**config.mk**
```make
export PLATFORM = sky130hd
export DESIGN_NAME = mem_arbiter
export DESIGN_NICKNAME = d
export VERILOG_FILES = /design/src/rtl/mem_arbiter.sv
export SDC_FILE = /design/constraint.sdc
export NUM_CORES = 1
export LEC_CHECK = 0
export ABC_AREA = 1
export BUFFER_PORTS_ARGS = -buffer_cell sky130_fd_sc_hd__buf_4
export CAP_MARGIN = 25
export CORE_AREA = 4 4 130 132
export CTS_CLUSTER_DIAMETER = 50
export DETAILED_ROUTE_END_ITERATION = 8
export DIE_AREA = 0 0 134 136
export PLACE_DENSITY = 0.67
export RECOVER_POWER = 100
export REMOVE_ABC_BUFFERS = 1
export SLEW_MARGIN = 10
export SYNTH_ARGS = -nofsm -noshare
export SYNTH_HDL_FRONTEND = slang
export SYNTH_SLANG_ARGS = --single-unit
```
**constraint.sdc**
```tcl
create_clock -name clk -period 1.97 [get_ports clk]
set_input_delay 0.0985 -clock clk [delete_from_list [all_inputs] [get_ports clk]]
set_output_delay 0.0985 -clock clk [all_outputs]
set_load 0.02 [all_outputs]
```
**src/rtl/mem_arbiter.sv**
```systemverilog
`default_nettype none
// mem_arbiter: single-port memory arbiter between instruction fetch and data access,
// data-priority with a bounded starvation counter for the fetch side.
module mem_arbiter #(
  parameter int STARVE_LIMIT = 4
) (
  input  logic        clk,
  input  logic        reset,
  input  logic        if_req,
  input  logic [31:0] if_addr,
  input  logic        if_cancel,
  output logic        if_ack,
  output logic [31:0] if_rdata,
  input  logic        d_req,
  input  logic        d_we,
  input  logic [2:0]  d_mode,
  input  logic [31:0] d_addr,
  input  logic [31:0] d_wdata,
  output logic        d_ack,
  output logic [31:0] d_rdata,
  output logic        m_req,
  output logic        m_we,
  output logic [2:0]  m_mode,
  output logic [31:0] m_addr,
  output logic [31:0] m_wdata,
  input  logic [31:0] m_rdata,
  input  logic        m_ready
);

  localparam int CW = $clog2(STARVE_LIMIT + 1);
  localparam logic [CW-1:0] STARVE_MAX = CW'(STARVE_LIMIT);
  localparam logic [2:0] MODE_WORD = 3'b010;

  typedef enum logic [1:0] {
    IDLE   = 2'd0,
    BUSY_I = 2'd1,
    BUSY_D = 2'd2,
    DONE   = 2'd3
  } state_t;

  state_t         state_q, state_d;
  logic           fetch_q;
  logic           we_q;
  logic [2:0]     mode_q;
  logic [31:0]    addr_q;
  logic [31:0]    wdata_q;
  logic [31:0]    if_rdata_q;
  logic [31:0]    d_rdata_q;
  logic           cancel_q;
  logic [CW-1:0]  starve_q;

  logic grant_i;
  logic grant_d;

  // A cancel in the same cycle blocks the fetch, so data may still win at the limit.
  assign grant_i = if_req && !if_cancel && (!d_req || (starve_q == STARVE_MAX));
  assign grant_d = d_req && !grant_i;

  always_comb begin
    state_d = state_q;
    m_req   = 1'b0;
    m_we    = 1'b0;
    m_mode  = 3'b000;
    m_addr  = 32'h0;
    m_wdata = 32'h0;
    if_ack  = 1'b0;
    d_ack   = 1'b0;
    case (state_q)
      IDLE: begin
        if (grant_d)      state_d = BUSY_D;
        else if (grant_i) state_d = BUSY_I;
      end
      BUSY_I, BUSY_D: begin
        m_req   = 1'b1;
        m_we    = we_q;
        m_mode  = mode_q;
        m_addr  = addr_q;
        m_wdata = wdata_q;
        if (m_ready) state_d = DONE;
      end
      DONE: begin
        if (fetch_q) if_ack = !cancel_q && !if_cancel;
        else         d_ack  = 1'b1;
        state_d = IDLE;
      end
      default: state_d = IDLE;
    endcase
    // Outputs are forced quiet for every cycle reset is high, not just after the edge.
    if (reset) begin
      m_req   = 1'b0;
      m_we    = 1'b0;
      m_mode  = 3'b000;
      m_addr  = 32'h0;
      m_wdata = 32'h0;
      if_ack  = 1'b0;
      d_ack   = 1'b0;
    end
  end

  always_ff @(posedge clk) begin
    if (reset) begin
      state_q    <= IDLE;
      fetch_q    <= 1'b0;
      we_q       <= 1'b0;
      mode_q     <= 3'b000;
      addr_q     <= 32'h0;
      wdata_q    <= 32'h0;
      if_rdata_q <= 32'h0;
      d_rdata_q  <= 32'h0;
      cancel_q   <= 1'b0;
      starve_q   <= '0;
    end else begin
      state_q <= state_d;
      case (state_q)
        IDLE: begin
          if (grant_d) begin
            fetch_q  <= 1'b0;
            we_q     <= d_we;
            mode_q   <= d_mode;
            addr_q   <= d_addr;
            wdata_q  <= d_wdata;
            cancel_q <= 1'b0;
          end else if (grant_i) begin
            fetch_q  <= 1'b1;
            we_q     <= 1'b0;
            mode_q   <= MODE_WORD;
            addr_q   <= if_addr;
            wdata_q  <= 32'h0;
            cancel_q <= 1'b0;
          end
          if (!if_req || grant_i)
            starve_q <= '0;
          else if (grant_d && (starve_q != STARVE_MAX))
            starve_q <= starve_q + 1'b1;
        end
        BUSY_I: begin
          if (if_cancel) cancel_q <= 1'b1;
          if (m_ready)   if_rdata_q <= m_rdata;
        end
        BUSY_D: begin
          if (m_ready) d_rdata_q <= m_rdata;
        end
        DONE: cancel_q <= 1'b0;
        default: ;
      endcase
    end
  end

  assign if_rdata = if_rdata_q;
  assign d_rdata  = d_rdata_q;

endmodule
`default_nettype wire
```
* After elaboration in Yosys (flattened, before gate mapping) *
Index checks and enable logic that the tools add are counted.

cells by class
  add/subtract/negate cells = 1
  multipliers = 0
  div/mod/pow operators = 0
  magnitude comparators = 0
  eq/ne operators = 8
  shift-type cells = 0
  mux-type cells = 35
  bitwise logic cells = 0
  reduce and logical (&&, ||, !) cells = 23

operators by type and width
  operator                                                         count
  32-bit 2-to-1 mux                                                8
  3-bit 2-to-1 mux                                                 6
  1-bit 2-to-1 mux                                                 16
  2-bit AND reduction                                              5
  2-bit 2-to-1 mux                                                 3
  3-bit inequality test, second input constant                     2
  2-bit one-hot mux with 3 select lines                            1
  1-bit logical AND                                                5
  1-bit zero test                                                  5
  2-bit == test, second input constant                             2
  2-bit inequality test, second input constant                     2
  2-bit nonzero test                                               2
  3-bit by 1-bit adder with 3-bit output, second input constant    1
  3-bit == test, second input constant                             1
  1-bit one-hot mux with 3 select lines                            1
  3-bit AND reduction                                              1
  3-bit nonzero test                                               1
  2-bit by 1-bit == test with 1-bit output, second input constant  1
  2-bit zero test                                                  1
  1-bit logical OR                                                 2
  2-bit OR reduction                                               1

storage, ports and cells
  bits in registers = 139
  latch bits = 0
  memory bits (writable) = 0
  bits in read-only memories = 0
  bits of input ports = 138
  output and inout port bits = 135
  memories = 0

* Depth between registers and ports, before layout *
Gate-level depths: netlist of run 1.

  depth after elaboration = 8
  mapped depth = 11
  depth with buffers taken out = 10

* Least setup slack after synthesis of run 1 *
Ideal clock, no wire load.

  path kind = flip-flop to output port
  from = register state_q[1]
  to = output m_mode[0]
  data arrival time = 1669 ps
  data required time = 1871 ps
  path slack = 202 ps
  cell stages (with the launch flop) = 7
  path buffers = 2
  cells stage by stage = dfxtp_1 inv_1 ha_1 clkbuf_1 clkbuf_1 nand2_1 nor2_1

on the way
  cells in the longest elaborated chain, start to end = 4

ends and longest elaborated chain
  what                                                                       RTL line  source
  start: declaration                                                         41        state_t state_q, state_d;
  start signal: assignment                                                   113       state_q <= state_d;
  2-bit == test or 2-bit by 1-bit == test with 1-bit output (tied branches)  68        case (state_q)
  2-bit OR reduction *                                                       68
  3-bit 2-to-1 mux *                                                         68
  3-bit 2-to-1 mux *                                                         89        if (reset) begin
  end: declaration                                                           23        output logic [2:0] m_mode,

Every way passes the cells marked *; elsewhere a longest branch is shown, timed or not.

* Worst setup path after layout of run 1 *
  from = register state_q[1]
  to = output m_wdata[0]

on the way
  cells in the longest elaborated chain, start to end = 4

ends and longest elaborated chain
  what                                                                       RTL line  source
  2-bit == test or 2-bit by 1-bit == test with 1-bit output (tied branches)  68
  2-bit OR reduction *                                                       68
  32-bit 2-to-1 mux *                                                        68
  32-bit 2-to-1 mux *                                                        89
  end: declaration                                                           25        output logic [31:0] m_wdata,

Marks and branches as above.

==> results of run 1 <==
[power groups by stage]
stage          registers [W]  clock network [W]  logic (W)
2_1_floorplan        0.00412                  0    0.00172
3_3_place_gp         0.00378                  0    0.00359
3_5_place_dp         0.00381                  0    0.00360
4_1_cts              0.00375            0.00355    0.00390
5_1_grt              0.00382            0.00365    0.00402
6_report             0.00374            0.00349    0.00363
[state kept, by name, summed over array words and instances, names as in the netlist]
signal and cells:
starve_q 3, state_q 2, we_q 1, if_rdata 32, wdata_q 32, addr_q 32, d_rdata 32, fetch_q 1
cancel_q 1, mode_q 3
[path summary, 6_finish.rpt]
path | end | slack (ns) | cells past startpoint
max | m_wdata[0] | 0.08 | 6
min | addr_q[8] | 0.02 | 5
max reg2reg | addr_q[1] | 0.19 | 11
min reg2reg | wdata_q[18] | 0.47 | 2
[layout make-up]
class / instances / area [um^2] / share of cell area [%]
Clock inverter: 12 / 184 / 1.86
Timing Repair Buffer: 425 / 3150 / 32.0
Sequential cell: 139 / 2790 / 28.2
Clock buffer: 20 / 467 / 4.73
Tap cell: 216 / 270 / 2.74
Multi-Input combinational cell: 625 / 2700 / 27.4
Inverter: 82 / 308 / 3.12
[timing repair]
action	CTS	global route
endpoints found under the setup margin	41	38
pin swaps	0	0
hold buffers	132	0
resized for setup	7	5
endpoints found under the hold margin	134	0
cloned	0	0
[cells by family after synthesis]
family	share of synthesized area, %
compound gates	11.7
fa+ha+maj	1.66
buf+inv	9.58
flops	46.0
simple gates	31.1
[worst max-delay path: stages (launching register included)]
cell     delay, ns
dfxtp_2       0.37
inv_1         0.10
ha_4          0.31
buf_6         0.18
nand2_1       0.07
nor2_1        0.16
buf_4         0.18
[cell usage after synthesis (2+ instances only)]
library cell  number
o21ai_0           66
buf_6              4
buf_4              5
nor2_1           202
ha_1               8
nand2_4            2
inv_2              3
dfxtp_1          139
buf_2              7
a21oi_1           73
clkbuf_1          35
nand2_1          229
inv_1             79
buf_1              6
nand3_1           39
[per-layer routing]
metal	GRT usage [%]	part of all wire [%]
met5	0	0
met4	10.5	3.6
met3	6.48	6.7
met2	38.0	49
met1	25.3	41
[through the flow]
stage                     total power (W)  setup WS (ns)  hold slack (ns)
after CTS                          0.0112         0.0233          0.00331
final                              0.0109         0.0806           0.0223
after detailed placement          0.00741          0.317            0.345
after global routing               0.0115        0.00145           0.0696
after global placement            0.00738          0.345            0.332
after floorplan                   0.00584         -0.544            0.168
==> results.sh, run 1 <==
export IMPL_outcome="complete, no violations"
export IMPL_cp_required_ns=1.87
export IMPL_overflow=0
export IMPL_p_leak_nw=4.58
export IMPL_power_frac_seq_pct=34.5
export IMPL_synth_cell_type_count=21
export IMPL_syn_avg_cell_area_um2=6.70
export IMPL_fin_util_pct=62.8
export IMPL_fin_crit_sh_pct=95.9
export IMPL_max_freq_mhz=529
export IMPL_start_util_pct=38.5
export IMPL_worstReg2RegStart="starve_q[0]"
export IMPL_mostFrequentLayoutCells="nand2_1, nor2_1, buf_4"
export IMPL_track_usage_pct=22.1
export IMPL_grt_max_degree=49
export IMPL_yosys_area_top_type="dfxtp_1"
export IMPL_final_common_cell="nand2_1"
export IMPL_combPwrFrac_pct=33.4
export IMPL_hold_path_class="primary input to flop"
export IMPL_p_sw_w=0.00383
export IMPL_io_buffers=272
export IMPL_final_antenna_net_count=0
export IMPL_io_pins=273
export IMPL_detail_route_wl_per_cell_um=13.6
export IMPL_synthTopCellsByArea="dfxtp_1, nand2_1, nor2_1"
export IMPL_min_from="if_addr[8]"
export IMPL_fin_crit_ns=1.89
export IMPL_postPlaceCellArea_um2=8270
export IMPL_fin_tns_setup_ns=0
export IMPL_cts_buffers=17
export IMPL_setup_viol=0
export IMPL_diodes=0
export IMPL_cts_tree="done"
export IMPL_skew_ns=0.0122
export IMPL_clock_path_buffers=2
export IMPL_switching_share_pct=35.3
export IMPL_drc=0
export IMPL_grt_pass1_wl_um=33000
export IMPL_synth_top_area_share_pct=46.0
export IMPL_root_buffer="clkbuf_16"
export IMPL_end_kind="output port"
export IMPL_slew_headroom_pct=53.0
export IMPL_first_iter_violations=274
export IMPL_die_area_um2=18200
export IMPL_p_clk_share_pct=32.1
export IMPL_final_nets=1436
export IMPL_htreeDepth=4
export IMPL_area_growth_pct=63.2
export IMPL_hold_violations=0
export IMPL_rsz0062_at_grt="false"
export IMPL_clock_sinks=139
export IMPL_placedCellCount=1355
export IMPL_synth_ff_latch_count=139
export IMPL_wl_um=20600
export IMPL_ys_flop_type="dfxtp_1"
export IMPL_clock_latency_ns=0.41
export IMPL_postCtsSetupBuffers=0
export IMPL_coreArea_um2=15700
export IMPL_vias=6975
export IMPL_synth_seq_area_share_pct=46.0
export IMPL_worst_pin_slew_ns=0.706
export IMPL_dr_pass1_iters=4
export IMPL_drive_gt1_share_pct=20.8
export IMPL_irDropWorstVdd_mv=0.719
export IMPL_async_reset_ff_share_pct=0
export IMPL_criticalPathCategory="flop to output port"
export IMPL_synth_edf_count=0
export IMPL_fin_cells=1519
export IMPL_rows=46
export IMPL_worstSetupStartpoint="state_q[1]"
export IMPL_syn_inst=903
export IMPL_ys_warn_count=0
export IMPL_crit_arrival_ns=1.79
export IMPL_internal_power_w=0.00703
export IMPL_power_density_nw_per_um2=1100
export IMPL_routed_via_density=4.59
export IMPL_crit_fanout=17
export IMPL_grt_pass1_vias=6809
export IMPL_fin_area_um2=9870
export IMPL_chipWidth_um=134
export IMPL_antenna_found_initial=0
export IMPL_die_h_um=136
export IMPL_routabilityCongestion=0.835
export IMPL_worst_setup_path_start_kind="flop"
export IMPL_fill_cells=1477
export IMPL_syn_area_um2=6050
export IMPL_cap_violations=0
export IMPL_worst_setup_hold_path_clk_slew_ns=0.06
export IMPL_slew_viol_final=0
export IMPL_hpwl_um=13200
(Power assumes the default switching activity.)
==> run 2: changes to the inputs <==
CAP_MARGIN = 20   (was 25)
RECOVER_POWER = not set   (was 100)
==> run 2 against run 1 <==
  * Non-clock buffer count stayed put
  * Total power is 2.8% higher
  * Combinational power up 8.3%
  * Fmax increased by 0.11%
  * Routed wire length rose by 0.16%
  * Largest cell class unchanged
==> results.sh, run 2 (synthesized netlist as in run 1, its figures left out) <==
export IMPL_clock_sinks=139
export IMPL_fin_crit_sh_pct=95.8
export IMPL_path_buf_inv=3
export IMPL_multiInputGateArea_um2=2700
export IMPL_worst_setup_path_start_kind="flop"
export IMPL_slew_viol_final=0
export IMPL_cts_buffers=17
export IMPL_fill_cells=1344
export IMPL_worst_setup_hold_path_clk_slew_ns=0.06
export IMPL_met2_usage_pct=38.0
export IMPL_rsz0062_at_grt="false"
export IMPL_max_freq_mhz=530
export IMPL_ff_latch_area_um2=2790
export IMPL_root_buffer="clkbuf_16"
export IMPL_fin_util_pct=65.4
export IMPL_detail_route_wl_per_cell_um=13.6
export IMPL_crit_slowest_cell="dfxtp_2"
export IMPL_grt_max_degree=49
export IMPL_hpwl_um=13200
export IMPL_use_met3_pct=6.48
export IMPL_cp_required_ns=1.87
export IMPL_postCtsSetupBuffers=0
export IMPL_routabilityCongestion=0.835
export IMPL_cts_tree="done"
export IMPL_setup_viol=0
export IMPL_busiest_layer="met2"
export IMPL_finalPower_w=0.0112
export IMPL_final_antenna_net_count=0
export IMPL_track_usage_pct=22.1
export IMPL_htreeDepth=4
export IMPL_hold_path_class="primary input to flop"
export IMPL_fin_area_um2=10300
export IMPL_io_pins=273
export IMPL_hold_violations=0
export IMPL_p_leak_nw=4.91
export IMPL_pre_cts_ws_ns=0.317
export IMPL_clock_latency_ns=0.42
export IMPL_outcome="complete, no violations"
export IMPL_grt_pass1_wl_um=33000
export IMPL_coreArea_um2=15700
export IMPL_end_kind="output port"
export IMPL_fin_crit_ns=1.89
export IMPL_start_util_pct=38.5
export IMPL_slew_headroom_pct=66.7
export IMPL_irDropWorstVdd_mv=0.723
export IMPL_antenna_found_initial=0
export IMPL_chipWidth_um=134
export IMPL_mostFrequentLayoutCells="buf_4, nand2_1, nor2_1"
export IMPL_cap_violations=0
export IMPL_critPathTopFamily="buffers and inverters"
export IMPL_crit_fanout=17
export IMPL_io_buffers=272
export IMPL_fin_cells=1519
export IMPL_vias=6964
export IMPL_postPlaceCellArea_um2=8270
export IMPL_die_area_um2=18200
export IMPL_routed_via_density=4.58
export IMPL_grt_pass1_vias=6809
export IMPL_overflow=0
export IMPL_placedCellCount=1355
export IMPL_drc=0
export IMPL_dr_pass1_iters=5
export IMPL_first_iter_violations=301
export IMPL_rows=46
export IMPL_area_growth_pct=70.1
export IMPL_diodes=0
export IMPL_worst_pin_slew_ns=0.499
export IMPL_wl_um=20700
export IMPL_clock_path_buffers=2
export IMPL_criticalPathCategory="flop to output port"
export IMPL_worstPathCellList="inv_1 -> ha_4 -> buf_6 -> nand2_1 -> nor2_1 -> buf_4"
export IMPL_crit_arrival_ns=1.79
export IMPL_finalWorstSetupSlack_ns=0.0827
export IMPL_slowest_delay_ns=0.37
export IMPL_final_nets=1436
export IMPL_power_density_nw_per_um2=1090
export IMPL_die_h_um=136
export IMPL_skew_ns=0.0121
export IMPL_drive_gt1_share_pct=26.2
export IMPL_grtUsageMet1_pct=25.3
export IMPL_final_common_cell="buf_4"
run 2: final cells by class:
class                   instances  area share (%)
clock buffers                  20            4.54
well taps                     216            2.63
multi-input cells             625            26.3
repair buffers                425            34.7
flip-flops and latches        139            27.1
clock inverters                12            1.79
inverters                      82            2.99
run 2: path summary, 6_finish.rpt:
| path | slack, ns | to | depth (start not counted) | startpoint |
|---|---|---|---|---|
| setup / recovery | 0.08 | m_wdata[0] | 6 | state_q[1] |
| hold / removal | 0.02 | addr_q[8] | 5 | if_addr[8] |
| setup reg to reg | 0.28 | wdata_q[23] | 9 | starve_q[0] |
| hold reg to reg | 0.46 | wdata_q[18] | 2 | wdata_q[18] |
run 2: repair_timing:
action,in CTS,in global routing
hold endpoints to repair,134,0
pin swaps,0,0
gates resized for setup,7,5
hold buffers,132,0
setup endpoints to repair,41,38
run 2: power by group:
part           switching, W  internal (W)
registers          0.000281       0.00347
clock network       0.00126       0.00223
logic               0.00231       0.00162
run 2: worst min-delay path: stages:
cell     delay [ns]
buf_4          0.08
nand2_1        0.05
nand3_1        0.09
nand2_1        0.05
inv_1          0.04
run 2: per-stage QoR:
| step | setup TNS, ns | hold slack (ns) |
|---|---|---|
| after global placement | 0 | 0.332 |
| after floorplan | -17.79 | 0.168 |
| after detailed placement | 0 | 0.345 |
| after CTS | 0 | 0.00331 |
| after global routing | 0 | 0.0696 |
| final | 0 | 0.0179 |
run 2: metal layers:
metal,routed length (um),vias to the layer above
li1,-,3556
met1,8370,3129
met2,10100,220
met3,1410,59
met4,780,0
met5,0,-
==> run 3: changes to the inputs <==
CTS_BUF_LIST = sky130_fd_sc_hd__clkbuf_4 sky130_fd_sc_hd__clkbuf_8   (was not set)
clock period = 2 ns   (was 1.97 ns; I/O delays follow)
==> run 3 against run 2 <==
  * First-iteration DRC count is 5.0% higher
  * Flip-flop and latch count stayed put
  * Sequential share of layout area is 0.39 points higher
  * Via count is 0.79% higher
  * Routed wire length is 0.92% higher
  * Non-clock buffer count is 2 lower
  * Critical path type unchanged
  * Largest cell class unchanged
==> results.sh, run 3 (synthesized netlist as in run 1, its figures left out) <==
export IMPL_outcome="complete, no violations"
export IMPL_final_nets=1434
export IMPL_mostFrequentLayoutCells="buf_4, nand2_1, nor2_1"
export IMPL_criticalPathCategory="flop to output port"
export IMPL_chipWidth_um=134
export IMPL_fin_cells=1517
export IMPL_overflow=0
export IMPL_postPlaceCellArea_um2=8260
export IMPL_fin_crit_ns=1.91
export IMPL_routabilityCongestion=0.807
export IMPL_final_antenna_net_count=0
export IMPL_hpwl_um=13200
export IMPL_routed_via_density=4.63
export IMPL_clock_path_buffers=2
export IMPL_slowest_delay_ns=0.37
export IMPL_met3WireLength_um=1230
export IMPL_power_density_nw_per_um2=1020
export IMPL_placedCellCount=1351
export IMPL_critPathTopFamily="buffers and inverters"
export IMPL_max_freq_mhz=523
export IMPL_final_common_cell="buf_4"
export IMPL_track_usage_pct=22.2
export IMPL_io_pins=273
export IMPL_start_util_pct=38.5
export IMPL_area_growth_pct=67.6
export IMPL_p_leak_nw=4.84
export IMPL_coreArea_um2=15700
export IMPL_top_layer="met4"
export IMPL_wl_met1_um=8600
export IMPL_wl_um=20800
export IMPL_cp_required_ns=1.90
export IMPL_cap_violations=0
export IMPL_crit_fanout=15
export IMPL_vias=7019
export IMPL_worstPathCellList="inv_1 -> ha_4 -> buf_6 -> nand2_1 -> nor2_1 -> buf_4"
export IMPL_cts_buffers=17
export IMPL_root_buffer="clkbuf_8"
export IMPL_irDropWorstVdd_mv=0.545
export IMPL_diodes=0
export IMPL_cts_tree="done"
export IMPL_postCtsSetupBuffers=0
export IMPL_dr_wl_met2_um=10300
export IMPL_whs_ns=0.0632
export IMPL_detail_route_wl_per_cell_um=13.7
export IMPL_fin_util_pct=64.5
export IMPL_first_iter_violations=316
export IMPL_worst_pin_slew_ns=0.498
export IMPL_crit_arrival_ns=1.81
export IMPL_htreeDepth=4
export IMPL_hold_violations=0
export IMPL_slew_viol_final=0
export IMPL_die_h_um=136
export IMPL_crit_slowest_cell="dfxtp_2"
export IMPL_worst_setup_hold_path_clk_slew_ns=0.08
export IMPL_rows=46
export IMPL_hold_path_class="primary input to flop"
export IMPL_fin_area_um2=10100
export IMPL_fin_tns_setup_ns=0
export IMPL_end_kind="output port"
export IMPL_grt_pass1_vias=6924
export IMPL_antenna_found_initial=0
export IMPL_io_buffers=272
export IMPL_slew_headroom_pct=66.8
export IMPL_clock_sinks=139
export IMPL_grt_max_degree=107
export IMPL_drive_gt1_share_pct=25.9
export IMPL_worst_setup_path_start_kind="flop"
export IMPL_drc=0
export IMPL_skew_ns=0.0106
export IMPL_die_area_um2=18200
export IMPL_setup_viol=0
export IMPL_dr_pass1_iters=5
export IMPL_rsz0062_at_grt="true"
export IMPL_fin_crit_sh_pct=95.5
export IMPL_path_buf_inv=3
export IMPL_grt_pass1_wl_um=33400
export IMPL_clock_latency_ns=0.44
-- run 3: cell count changes in the layout (fill, tap and decap cells not counted), moves of 2 or more --
| cell | delta |
|---|---|
| clkbuf_8 | +15 |
| buf_12 | +2 |
| clkinv_4 | +2 |
| buf_4 | -4 |
| buf_6 | -2 |
| clkbuf_16 | -16 |
-- run 3: final cells by class --
| type | instances | area [um^2] |
|---|---|---|
| Fill cell | 1374 | 5580 |
| Timing Repair Buffer | 423 | 3590 |
| Sequential cell | 139 | 2790 |
| Multi-Input combinational cell | 625 | 2710 |
| Inverter | 82 | 308 |
| Tap cell | 216 | 270 |
| Clock buffer | 18 | 248 |
| Clock inverter | 14 | 230 |
-- run 3: through the flow --
stage          setup slack [ns]  power [W]
3_5_place_dp              0.270    0.00732
4_1_cts                  0.0250     0.0103
6_report                 0.0894     0.0103
5_1_grt                 -0.0137     0.0110
3_3_place_gp              0.326    0.00726
2_1_floorplan            -0.515    0.00575
-- run 3: routing by layer --
metal,vias up,GRT usage (%)
met1,3207,26.5
met3,49,6.40
met2,215,38.2
met4,0,8.29
met5,-,0
li1,3548,-
-- run 3: repair_timing --
| action | in CTS | in global routing |
|---|---|---|
| pin swaps | 0 | 1 |
| gates resized for setup | 4 | 6 |
| gates cloned | 0 | 1 |
| hold endpoints to repair | 134 | 0 |
| endpoints found under the setup margin | 69 | 37 |
| hold buffers | 133 | 0 |
-- run 3: path summary, 6_finish.rpt --
kind,startpoint,end,slack (ns),cells past startpoint
worst max-delay path,state_q[1],m_wdata[0],0.09,6
worst min-delay path,m_ready,state_q[1],0.06,6
worst max register to register,starve_q[0],wdata_q[31],0.29,9
worst min register to register,wdata_q[24],wdata_q[24],0.47,2
-- run 3: report_power, final --
group / switching [W] / total [W] / internal [W]
registers: 0.000285 / 0.00370 / 0.00341
logic: 0.00229 / 0.00391 / 0.00162
clock network: 0.00116 / 0.00271 / 0.00155
-- run 3: tightest hold or removal path, delay by kind of cell --
family,cells,cell delay (ns)
buffers and inverters,2,0.14
and+or+nand+nor,3,0.18
AOI/OAI and AO/OA,1,0.05
